===== config.mk =====
export PLATFORM = sky130hd
export DESIGN_NAME = rf_port_arbiter_flat
export DESIGN_NICKNAME = d
export VERILOG_FILES = /design/src/rtl/rf_port_arbiter_pkg.sv /design/src/rtl/rf_port_arbiter_if.sv /design/src/rtl/rf_port_arbiter_rr_arb2.sv /design/src/rtl/rf_port_arbiter.sv /design/src/flat_wrapper.sv
export SDC_FILE = /design/constraint.sdc
export NUM_CORES = 1
export LEC_CHECK = 0
export ABC_AREA = 1
export BUFFER_PORTS_ARGS = -buffer_cell sky130_fd_sc_hd__buf_2
export CAP_MARGIN = 20
export CELL_PAD_IN_SITES_DETAIL_PLACEMENT = 1
export CELL_PAD_IN_SITES_GLOBAL_PLACEMENT = 1
export CORE_MARGIN = 5
export CORE_UTILIZATION = 18
export CTS_CLUSTER_DIAMETER = 100
export DETAILED_ROUTE_END_ITERATION = 6
export HOLD_SLACK_MARGIN = 0.1
export PLACE_DENSITY = 0.87
export SYNTH_ARGS = -nofsm -noshare
export SYNTH_HDL_FRONTEND = slang
export SYNTH_SLANG_ARGS = --single-unit

===== constraint.sdc =====
create_clock -name clk -period 2.1 [get_ports clk]
set_clock_uncertainty 0.15 [all_clocks]
set_input_delay 0.42 -clock clk [delete_from_list [all_inputs] [get_ports clk]]
set_output_delay 0.42 -clock clk [all_outputs]
set_load 0.05 [all_outputs]

===== src/rtl/rf_port_arbiter_pkg.sv =====
// Shared types and default sizes for the register-file port arbiter.
package rf_port_arbiter_pkg;

    localparam int AW_DEFAULT = 4;
    localparam int DW_DEFAULT = 16;

    typedef enum logic [1:0] {
        INIT  = 2'd0,
        RUN   = 2'd1,
        CLEAR = 2'd2
    } state_e;

endpackage


===== src/rtl/rf_port_arbiter_if.sv =====
// Bundle of requester, response and register-file signals around the arbiter.
interface rf_port_arbiter_if
    import rf_port_arbiter_pkg::*;
#(
    parameter int AW = AW_DEFAULT,
    parameter int DW = DW_DEFAULT
);

    logic          clr_req;

    logic          req0_valid;
    logic          req0_ready;
    logic [AW-1:0] req0_aaddr;
    logic [AW-1:0] req0_baddr;
    logic          req0_we;
    logic [AW-1:0] req0_waddr;
    logic [DW-1:0] req0_wdata;

    logic          req1_valid;
    logic          req1_ready;
    logic [AW-1:0] req1_aaddr;
    logic [AW-1:0] req1_baddr;
    logic          req1_we;
    logic [AW-1:0] req1_waddr;
    logic [DW-1:0] req1_wdata;

    logic          rsp_valid;
    logic          rsp_id;
    logic [DW-1:0] rsp_a;
    logic [DW-1:0] rsp_b;

    logic [AW-1:0] rf_Aaddr;
    logic [AW-1:0] rf_Baddr;
    logic [AW-1:0] rf_Caddr;
    logic [DW-1:0] rf_C;
    logic          rf_load;
    logic          rf_nClear;
    logic [DW-1:0] rf_A;
    logic [DW-1:0] rf_B;

    logic          busy;

    // Arbiter side
    modport slave (
        input  clr_req,
        input  req0_valid, req0_aaddr, req0_baddr, req0_we, req0_waddr, req0_wdata,
        input  req1_valid, req1_aaddr, req1_baddr, req1_we, req1_waddr, req1_wdata,
        input  rf_A, rf_B,
        output req0_ready, req1_ready,
        output rsp_valid, rsp_id, rsp_a, rsp_b,
        output rf_Aaddr, rf_Baddr, rf_Caddr, rf_C, rf_load, rf_nClear,
        output busy
    );

    // Requester / register-file side
    modport master (
        output clr_req,
        output req0_valid, req0_aaddr, req0_baddr, req0_we, req0_waddr, req0_wdata,
        output req1_valid, req1_aaddr, req1_baddr, req1_we, req1_waddr, req1_wdata,
        output rf_A, rf_B,
        input  req0_ready, req1_ready,
        input  rsp_valid, rsp_id, rsp_a, rsp_b,
        input  rf_Aaddr, rf_Baddr, rf_Caddr, rf_C, rf_load, rf_nClear,
        input  busy
    );

endinterface


===== src/rtl/rf_port_arbiter_rr_arb2.sv =====
// Two-way round-robin arbiter with a last-grant pointer.
module rr_arb2 (
    input  logic       clk,
    input  logic       rst_n,
    input  logic [1:0] req_i,
    input  logic       en_i,
    output logic [1:0] gnt_o
);

    logic last_q;

    // Pick a winner: on a tie the requester not granted last wins, a lone request always wins
    always_comb begin
        gnt_o = 2'b00;
        if (en_i) begin
            if (req_i == 2'b11) begin
                gnt_o = last_q ? 2'b01 : 2'b10;
            end else begin
                gnt_o = req_i;
            end
        end
    end

    // Track the last granted requester; reset points at req1 so req0 wins the first tie
    always_ff @(posedge clk or negedge rst_n) begin
        if (!rst_n) begin
            last_q <= 1'b1;
        end else if (|gnt_o) begin
            last_q <= gnt_o[1];
        end
    end

endmodule


===== src/rtl/rf_port_arbiter.sv =====
// Arbitrates two requesters onto a 2-read/1-write register file and
// sequences the register-file clear after reset and on request.
module rf_port_arbiter
    import rf_port_arbiter_pkg::*;
#(
    parameter int AW = AW_DEFAULT,
    parameter int DW = DW_DEFAULT
) (
    input  logic             clk,
    input  logic             nClear,
    rf_port_arbiter_if.slave bus
);

    state_e        state_q;
    state_e        state_d;
    logic          grantEn;
    logic          busyCmb;
    logic          rfClearN;

    logic [1:0]    gnt;
    logic          xfer;
    logic          winner;

    logic [AW-1:0] selA;
    logic [AW-1:0] selB;
    logic [AW-1:0] selCaddr;
    logic [DW-1:0] selC;
    logic          selWe;

    logic [AW-1:0] heldA_q;
    logic [AW-1:0] heldB_q;
    logic          rspValid_q;
    logic          rspId_q;

    // State register; reset always restarts with the INIT clear cycle
    always_ff @(posedge clk or negedge nClear) begin
        if (!nClear) begin
            state_q <= INIT;
        end else begin
            state_q <= state_d;
        end
    end

    // Next state plus the status outputs; grants only in RUN when no clear is requested
    always_comb begin
        state_d  = state_q;
        grantEn  = 1'b0;
        busyCmb  = 1'b1;
        rfClearN = 1'b0;
        case (state_q)
            INIT: begin
                state_d = RUN;
            end
            RUN: begin
                busyCmb  = 1'b0;
                rfClearN = 1'b1;
                if (bus.clr_req) begin
                    state_d = CLEAR;
                end else begin
                    grantEn = 1'b1;
                end
            end
            CLEAR: begin
                state_d = RUN;
            end
            default: begin
                state_d = INIT;
            end
        endcase
    end

    rr_arb2 u_arb (
        .clk   (clk),
        .rst_n (nClear),
        .req_i ({bus.req1_valid, bus.req0_valid}),
        .en_i  (grantEn),
        .gnt_o (gnt)
    );

    assign xfer   = |gnt;
    assign winner = gnt[1];

    // Steer the winning requester's payload toward the register file
    always_comb begin
        selA     = bus.req0_aaddr;
        selB     = bus.req0_baddr;
        selCaddr = bus.req0_waddr;
        selC     = bus.req0_wdata;
        selWe    = bus.req0_we;
        if (winner) begin
            selA     = bus.req1_aaddr;
            selB     = bus.req1_baddr;
            selCaddr = bus.req1_waddr;
            selC     = bus.req1_wdata;
            selWe    = bus.req1_we;
        end
    end

    // Remember the last read addresses so idle cycles keep the read ports stable
    always_ff @(posedge clk or negedge nClear) begin
        if (!nClear) begin
            heldA_q <= '0;
            heldB_q <= '0;
        end else if (xfer) begin
            heldA_q <= selA;
            heldB_q <= selB;
        end
    end

    // Response tag trails the transfer by one cycle to line up with the registered read data
    always_ff @(posedge clk or negedge nClear) begin
        if (!nClear) begin
            rspValid_q <= 1'b0;
            rspId_q    <= 1'b0;
        end else begin
            rspValid_q <= xfer;
            if (xfer) begin
                rspId_q <= winner;
            end
        end
    end

    assign bus.req0_ready = gnt[0];
    assign bus.req1_ready = gnt[1];

    assign bus.rf_Aaddr   = xfer ? selA : heldA_q;
    assign bus.rf_Baddr   = xfer ? selB : heldB_q;
    assign bus.rf_Caddr   = selCaddr;
    assign bus.rf_C       = selC;
    assign bus.rf_load    = xfer & selWe;
    assign bus.rf_nClear  = rfClearN;
    assign bus.busy       = busyCmb;

    assign bus.rsp_valid  = rspValid_q;
    assign bus.rsp_id     = rspId_q;
    assign bus.rsp_a      = bus.rf_A;
    assign bus.rsp_b      = bus.rf_B;

endmodule

===== src/flat_wrapper.sv =====
// flat-port wrapper written by rule: the top's interface ports become plain ports
module rf_port_arbiter_flat import rf_port_arbiter_pkg::*;
#(
    parameter int AW = AW_DEFAULT,
    parameter int DW = DW_DEFAULT
)
  (clk, nClear, bus_clr_req, bus_req0_valid, bus_req0_aaddr, bus_req0_baddr, bus_req0_we, bus_req0_waddr, bus_req0_wdata, bus_req1_valid, bus_req1_aaddr, bus_req1_baddr, bus_req1_we, bus_req1_waddr, bus_req1_wdata, bus_rf_A, bus_rf_B, bus_req0_ready, bus_req1_ready, bus_rsp_valid, bus_rsp_id, bus_rsp_a, bus_rsp_b, bus_rf_Aaddr, bus_rf_Baddr, bus_rf_Caddr, bus_rf_C, bus_rf_load, bus_rf_nClear, bus_busy);
  rf_port_arbiter_if #(.AW(AW), .DW(DW)) bus_i ();
  input  logic clk;
  input  logic nClear;
  input wire logic [$bits(bus_i.clr_req)-1:0] bus_clr_req;
  input wire logic [$bits(bus_i.req0_valid)-1:0] bus_req0_valid;
  input wire logic [$bits(bus_i.req0_aaddr)-1:0] bus_req0_aaddr;
  input wire logic [$bits(bus_i.req0_baddr)-1:0] bus_req0_baddr;
  input wire logic [$bits(bus_i.req0_we)-1:0] bus_req0_we;
  input wire logic [$bits(bus_i.req0_waddr)-1:0] bus_req0_waddr;
  input wire logic [$bits(bus_i.req0_wdata)-1:0] bus_req0_wdata;
  input wire logic [$bits(bus_i.req1_valid)-1:0] bus_req1_valid;
  input wire logic [$bits(bus_i.req1_aaddr)-1:0] bus_req1_aaddr;
  input wire logic [$bits(bus_i.req1_baddr)-1:0] bus_req1_baddr;
  input wire logic [$bits(bus_i.req1_we)-1:0] bus_req1_we;
  input wire logic [$bits(bus_i.req1_waddr)-1:0] bus_req1_waddr;
  input wire logic [$bits(bus_i.req1_wdata)-1:0] bus_req1_wdata;
  input wire logic [$bits(bus_i.rf_A)-1:0] bus_rf_A;
  input wire logic [$bits(bus_i.rf_B)-1:0] bus_rf_B;
  output wire logic [$bits(bus_i.req0_ready)-1:0] bus_req0_ready;
  output wire logic [$bits(bus_i.req1_ready)-1:0] bus_req1_ready;
  output wire logic [$bits(bus_i.rsp_valid)-1:0] bus_rsp_valid;
  output wire logic [$bits(bus_i.rsp_id)-1:0] bus_rsp_id;
  output wire logic [$bits(bus_i.rsp_a)-1:0] bus_rsp_a;
  output wire logic [$bits(bus_i.rsp_b)-1:0] bus_rsp_b;
  output wire logic [$bits(bus_i.rf_Aaddr)-1:0] bus_rf_Aaddr;
  output wire logic [$bits(bus_i.rf_Baddr)-1:0] bus_rf_Baddr;
  output wire logic [$bits(bus_i.rf_Caddr)-1:0] bus_rf_Caddr;
  output wire logic [$bits(bus_i.rf_C)-1:0] bus_rf_C;
  output wire logic [$bits(bus_i.rf_load)-1:0] bus_rf_load;
  output wire logic [$bits(bus_i.rf_nClear)-1:0] bus_rf_nClear;
  output wire logic [$bits(bus_i.busy)-1:0] bus_busy;
  assign bus_i.clr_req = bus_clr_req;
  assign bus_i.req0_valid = bus_req0_valid;
  assign bus_i.req0_aaddr = bus_req0_aaddr;
  assign bus_i.req0_baddr = bus_req0_baddr;
  assign bus_i.req0_we = bus_req0_we;
  assign bus_i.req0_waddr = bus_req0_waddr;
  assign bus_i.req0_wdata = bus_req0_wdata;
  assign bus_i.req1_valid = bus_req1_valid;
  assign bus_i.req1_aaddr = bus_req1_aaddr;
  assign bus_i.req1_baddr = bus_req1_baddr;
  assign bus_i.req1_we = bus_req1_we;
  assign bus_i.req1_waddr = bus_req1_waddr;
  assign bus_i.req1_wdata = bus_req1_wdata;
  assign bus_i.rf_A = bus_rf_A;
  assign bus_i.rf_B = bus_rf_B;
  assign bus_req0_ready = bus_i.req0_ready;
  assign bus_req1_ready = bus_i.req1_ready;
  assign bus_rsp_valid = bus_i.rsp_valid;
  assign bus_rsp_id = bus_i.rsp_id;
  assign bus_rsp_a = bus_i.rsp_a;
  assign bus_rsp_b = bus_i.rsp_b;
  assign bus_rf_Aaddr = bus_i.rf_Aaddr;
  assign bus_rf_Baddr = bus_i.rf_Baddr;
  assign bus_rf_Caddr = bus_i.rf_Caddr;
  assign bus_rf_C = bus_i.rf_C;
  assign bus_rf_load = bus_i.rf_load;
  assign bus_rf_nClear = bus_i.rf_nClear;
  assign bus_busy = bus_i.busy;
  rf_port_arbiter #(.AW(AW), .DW(DW)) u_core (.clk(clk), .nClear(nClear), .bus(bus_i));
endmodule

==> flow_metrics.env <==
export IMPL_fill_cells=856
export IMPL_yosysWarnings=0
export IMPL_timing_critical_path_buf_inv=3
export IMPL_dp_hpwl_um=3700
export IMPL_layout_drive_gt1_share_pct=56.2
export IMPL_wirelength_um=4540
export IMPL_tns_ps=-448
export IMPL_violations="setup timing"
export IMPL_synth_edf_count=0
export IMPL_route_detailed_drc=0
export IMPL_crit_path_cell_trace="inv_1 -> nand2_2 -> nor2_4 -> nand2_1 -> nand2_4 -> buf_6 -> nand3_1 -> nand2_2 -> buf_8"
export IMPL_via_per_inst=4.16
export IMPL_gp_routability_congestion=0.713
export IMPL_initial_core_util_pct=18.2
export IMPL_synth_area_sq_um=1220
export IMPL_antenna_cells=0
export IMPL_grt_usage_pct=10.7
export IMPL_synth_cells=191
export IMPL_grt_antenna_before_repair=0
export IMPL_cts_sinks=13
export IMPL_p_clk_share_pct=8.8
export IMPL_synth_nets=286
export IMPL_htree_levels=1
export IMPL_worstPathMaxFanout=8
export IMPL_final_util_pct=30.4
export IMPL_worstPathRequired_ps=1530
export IMPL_crit_top_cell="nand2_2"
export IMPL_cp_start_kind="flop"
export IMPL_p_int_w=0.00123
export IMPL_via_count=1442
export IMPL_multi_input_area_sq_um=599
export IMPL_netSwitchingFraction_pct=52.9
export IMPL_io_buffers=97
export IMPL_syn_area_per_cell_sq_um=6.37
export IMPL_core_sq_um=6680
export IMPL_seqPwrFrac_pct=15.9
export IMPL_die_w_um=92.2
export IMPL_yosys_top_cells_count="nand2_1 (82), buf_4 (34), nand3_1 (24)"
export IMPL_synthFlopType="dfrtp_1"
export IMPL_powerDensity_nw_per_um2=1290
export IMPL_drv_cap=0
export IMPL_synthArstFlopShare_pct=100
export IMPL_grt_max_degree=19
export IMPL_status="finished with violations"
export IMPL_first_pass_iters=3
export IMPL_crit_path_end_kind="primary output"
export IMPL_tightest_slew_ps=317
export IMPL_seq_area_sq_um=327
export IMPL_rsz0062_at_grt="true"
export IMPL_grt_overflow_total=0
export IMPL_seq_area_frac_synth_pct=26.9
export IMPL_grt_first_pass_wirelength_um=7360
export IMPL_clk_path_buf_depth=2
export IMPL_rows=30
export IMPL_synthToLayoutAreaGrowth_pct=67.3
export IMPL_slew_viol_final=0
export IMPL_grt_util_met2_pct=21.3
export IMPL_dp_cells=338
export IMPL_critPathKind="reg2out"
export IMPL_layout_setup_ws_ps=-60.5
export IMPL_synth_area_leaders="nand2_1 (25%), dfrtp_1 (25%), buf_4 (21%)"
export IMPL_p_leak_nw=1.17
export IMPL_synth_area_leader_cell="nand2_1"
export IMPL_max_slew_margin_rel_pct=78.9
export IMPL_worstPathArrival_ps=1590
export IMPL_final_setup_viol_count=22
export IMPL_top_usage_layer="met2"
export IMPL_period_needed_ps=2160
export IMPL_p_switching_w=0.00138
export IMPL_dieArea_sq_um=8500
export IMPL_avgRoutedWirePerCell_um=13.1
export IMPL_fin_cells=347
export IMPL_path_delay_family="simple AND/OR/NAND/NOR gates"
export IMPL_drt_iter0_drc=8
export IMPL_ys_seq_elements=13
export IMPL_cts_root_buf="clkbuf_8"
export IMPL_cts_tree="done"
export IMPL_yosysUniqueCellTypes=16
export IMPL_power_frac_comb_pct=75.2
export IMPL_ios=162
export IMPL_clk_latency_ps=240
export IMPL_finalCritPeriodShare_pct=103
export IMPL_use_met1_pct=10.1
export IMPL_die_h_um=92.2
export IMPL_clkTransAtPathRegs_ps=60
export IMPL_cp_slowest_cell="dfrtp_1"
export IMPL_max_freq_mhz=463
export IMPL_final_antenna_net_count=0
export IMPL_grt_pass1_vias=1582
export IMPL_min_delay_path_class="in2reg"
export IMPL_numCtsBuffers=3
export IMPL_max_stage_delay_ps=380
export IMPL_ir_worst_vdd_mv=0.609
export IMPL_yosysTopAreaCellShare_pct=25.3
export IMPL_yosysMostFrequentCell="nand2_1"
export IMPL_finalHoldViolations=0
export IMPL_use_met3_pct=3.20
export IMPL_finalNetCount=363
## registers in the layout, summed over array words and instances (netlist names)
register / flops
u_core.heldA_q: 4
u_core.bus.rsp_id: 1
u_core.state_q: 2
u_core.heldB_q: 4
u_core.u_arb.last_q: 1
u_core.bus.rsp_valid: 1
## worst reg2reg max path: cells and delay by family, from the launching register on
| kind | cells | cell delay [ps] |
|---|---|---|
| flip-flops | 1 | 380 |
| buffers and inverters | 3 | 400 |
| AND/OR/NAND/NOR | 5 | 520 |
## layout by cell type (no fill, tap or decap), types with 3 or more instances in the layout
cell type	count
inv_1	20
buf_2	66
nand2_2	23
buf_6	18
nand3_2	3
buf_8	14
clkbuf_8	3
dfrtp_1	12
buf_4	12
nand2_1	58
nand3_1	21
## path summary, 6_finish.rpt
check,cells past startpoint,slack (ps),endpoint,startpoint
max,9,-60,bus_rf_Aaddr[0],u_core.state_q[1]
min,2,270,u_core.state_q[0],bus_clr_req
max reg2reg,8,540,u_core.heldB_q[3],u_core.state_q[1]
min reg2reg,2,330,u_core.bus.rsp_id,u_core.bus.rsp_id
max in group asynchronous,2,1060,u_core.u_arb.last_q,nClear
min in group asynchronous,2,450,u_core.state_q[0],nClear
## area by class of cell
type / count / area share (%)
multi-input combinational: 116 / 29.5
tap: 80 / 4.92
clock buffer: 3 / 2.03
clock inverter: 1 / 0.246
sequential: 13 / 16.1
timing repair buffer: 113 / 43.4
inverter: 21 / 3.87
## power groups by stage
stage	logic (W)	clock network, W	registers (W)
5_1_grt	0.00208	0.000258	0.000427
6_report	0.00197	0.000230	0.000417
3_5_place_dp	0.00155	0	0.000421
2_1_floorplan	0.00128	0	0.000468
3_3_place_gp	0.00152	0	0.000414
4_1_cts	0.00194	0.000239	0.000417
## cell families after synthesis
kind of cell / Yosys count / share of synthesized area [%]
and+or+nand+nor: 112 / 38.2
buffers and inverters: 62 / 32.4
DFF: 13 / 26.9
AOI/OAI and AO/OA: 4 / 2.57
## through the flow
step                power (W)  setup WS, ps  area (sq um)  hold WS (ps)
CTS                   0.00260         -71.9          1990           263
floorplan             0.00174          23.9          1280         -25.6
finish                0.00261         -60.5          2030           268
global route          0.00277          -154          2030           270
global placement      0.00194          33.1          1660           182
detailed placement    0.00197         -4.08          1660           188
## layer usage
metal / routed length [um] / share of wire, %
met1: 1590 / 35
met3: 412 / 9.1
met4: 86 / 1.9
met2: 2450 / 54
met5: 0 / 0
## repair_timing
action                                  in CTS  in global routing
hold endpoints to repair                    12                  0
endpoints found under the setup margin      31                 31
pin swaps                                    4                  4
hold buffers                                 1                  0
gates resized for setup                     81                  7
buffers inserted                             2                  2
Power figures use the tool's default switching activity.
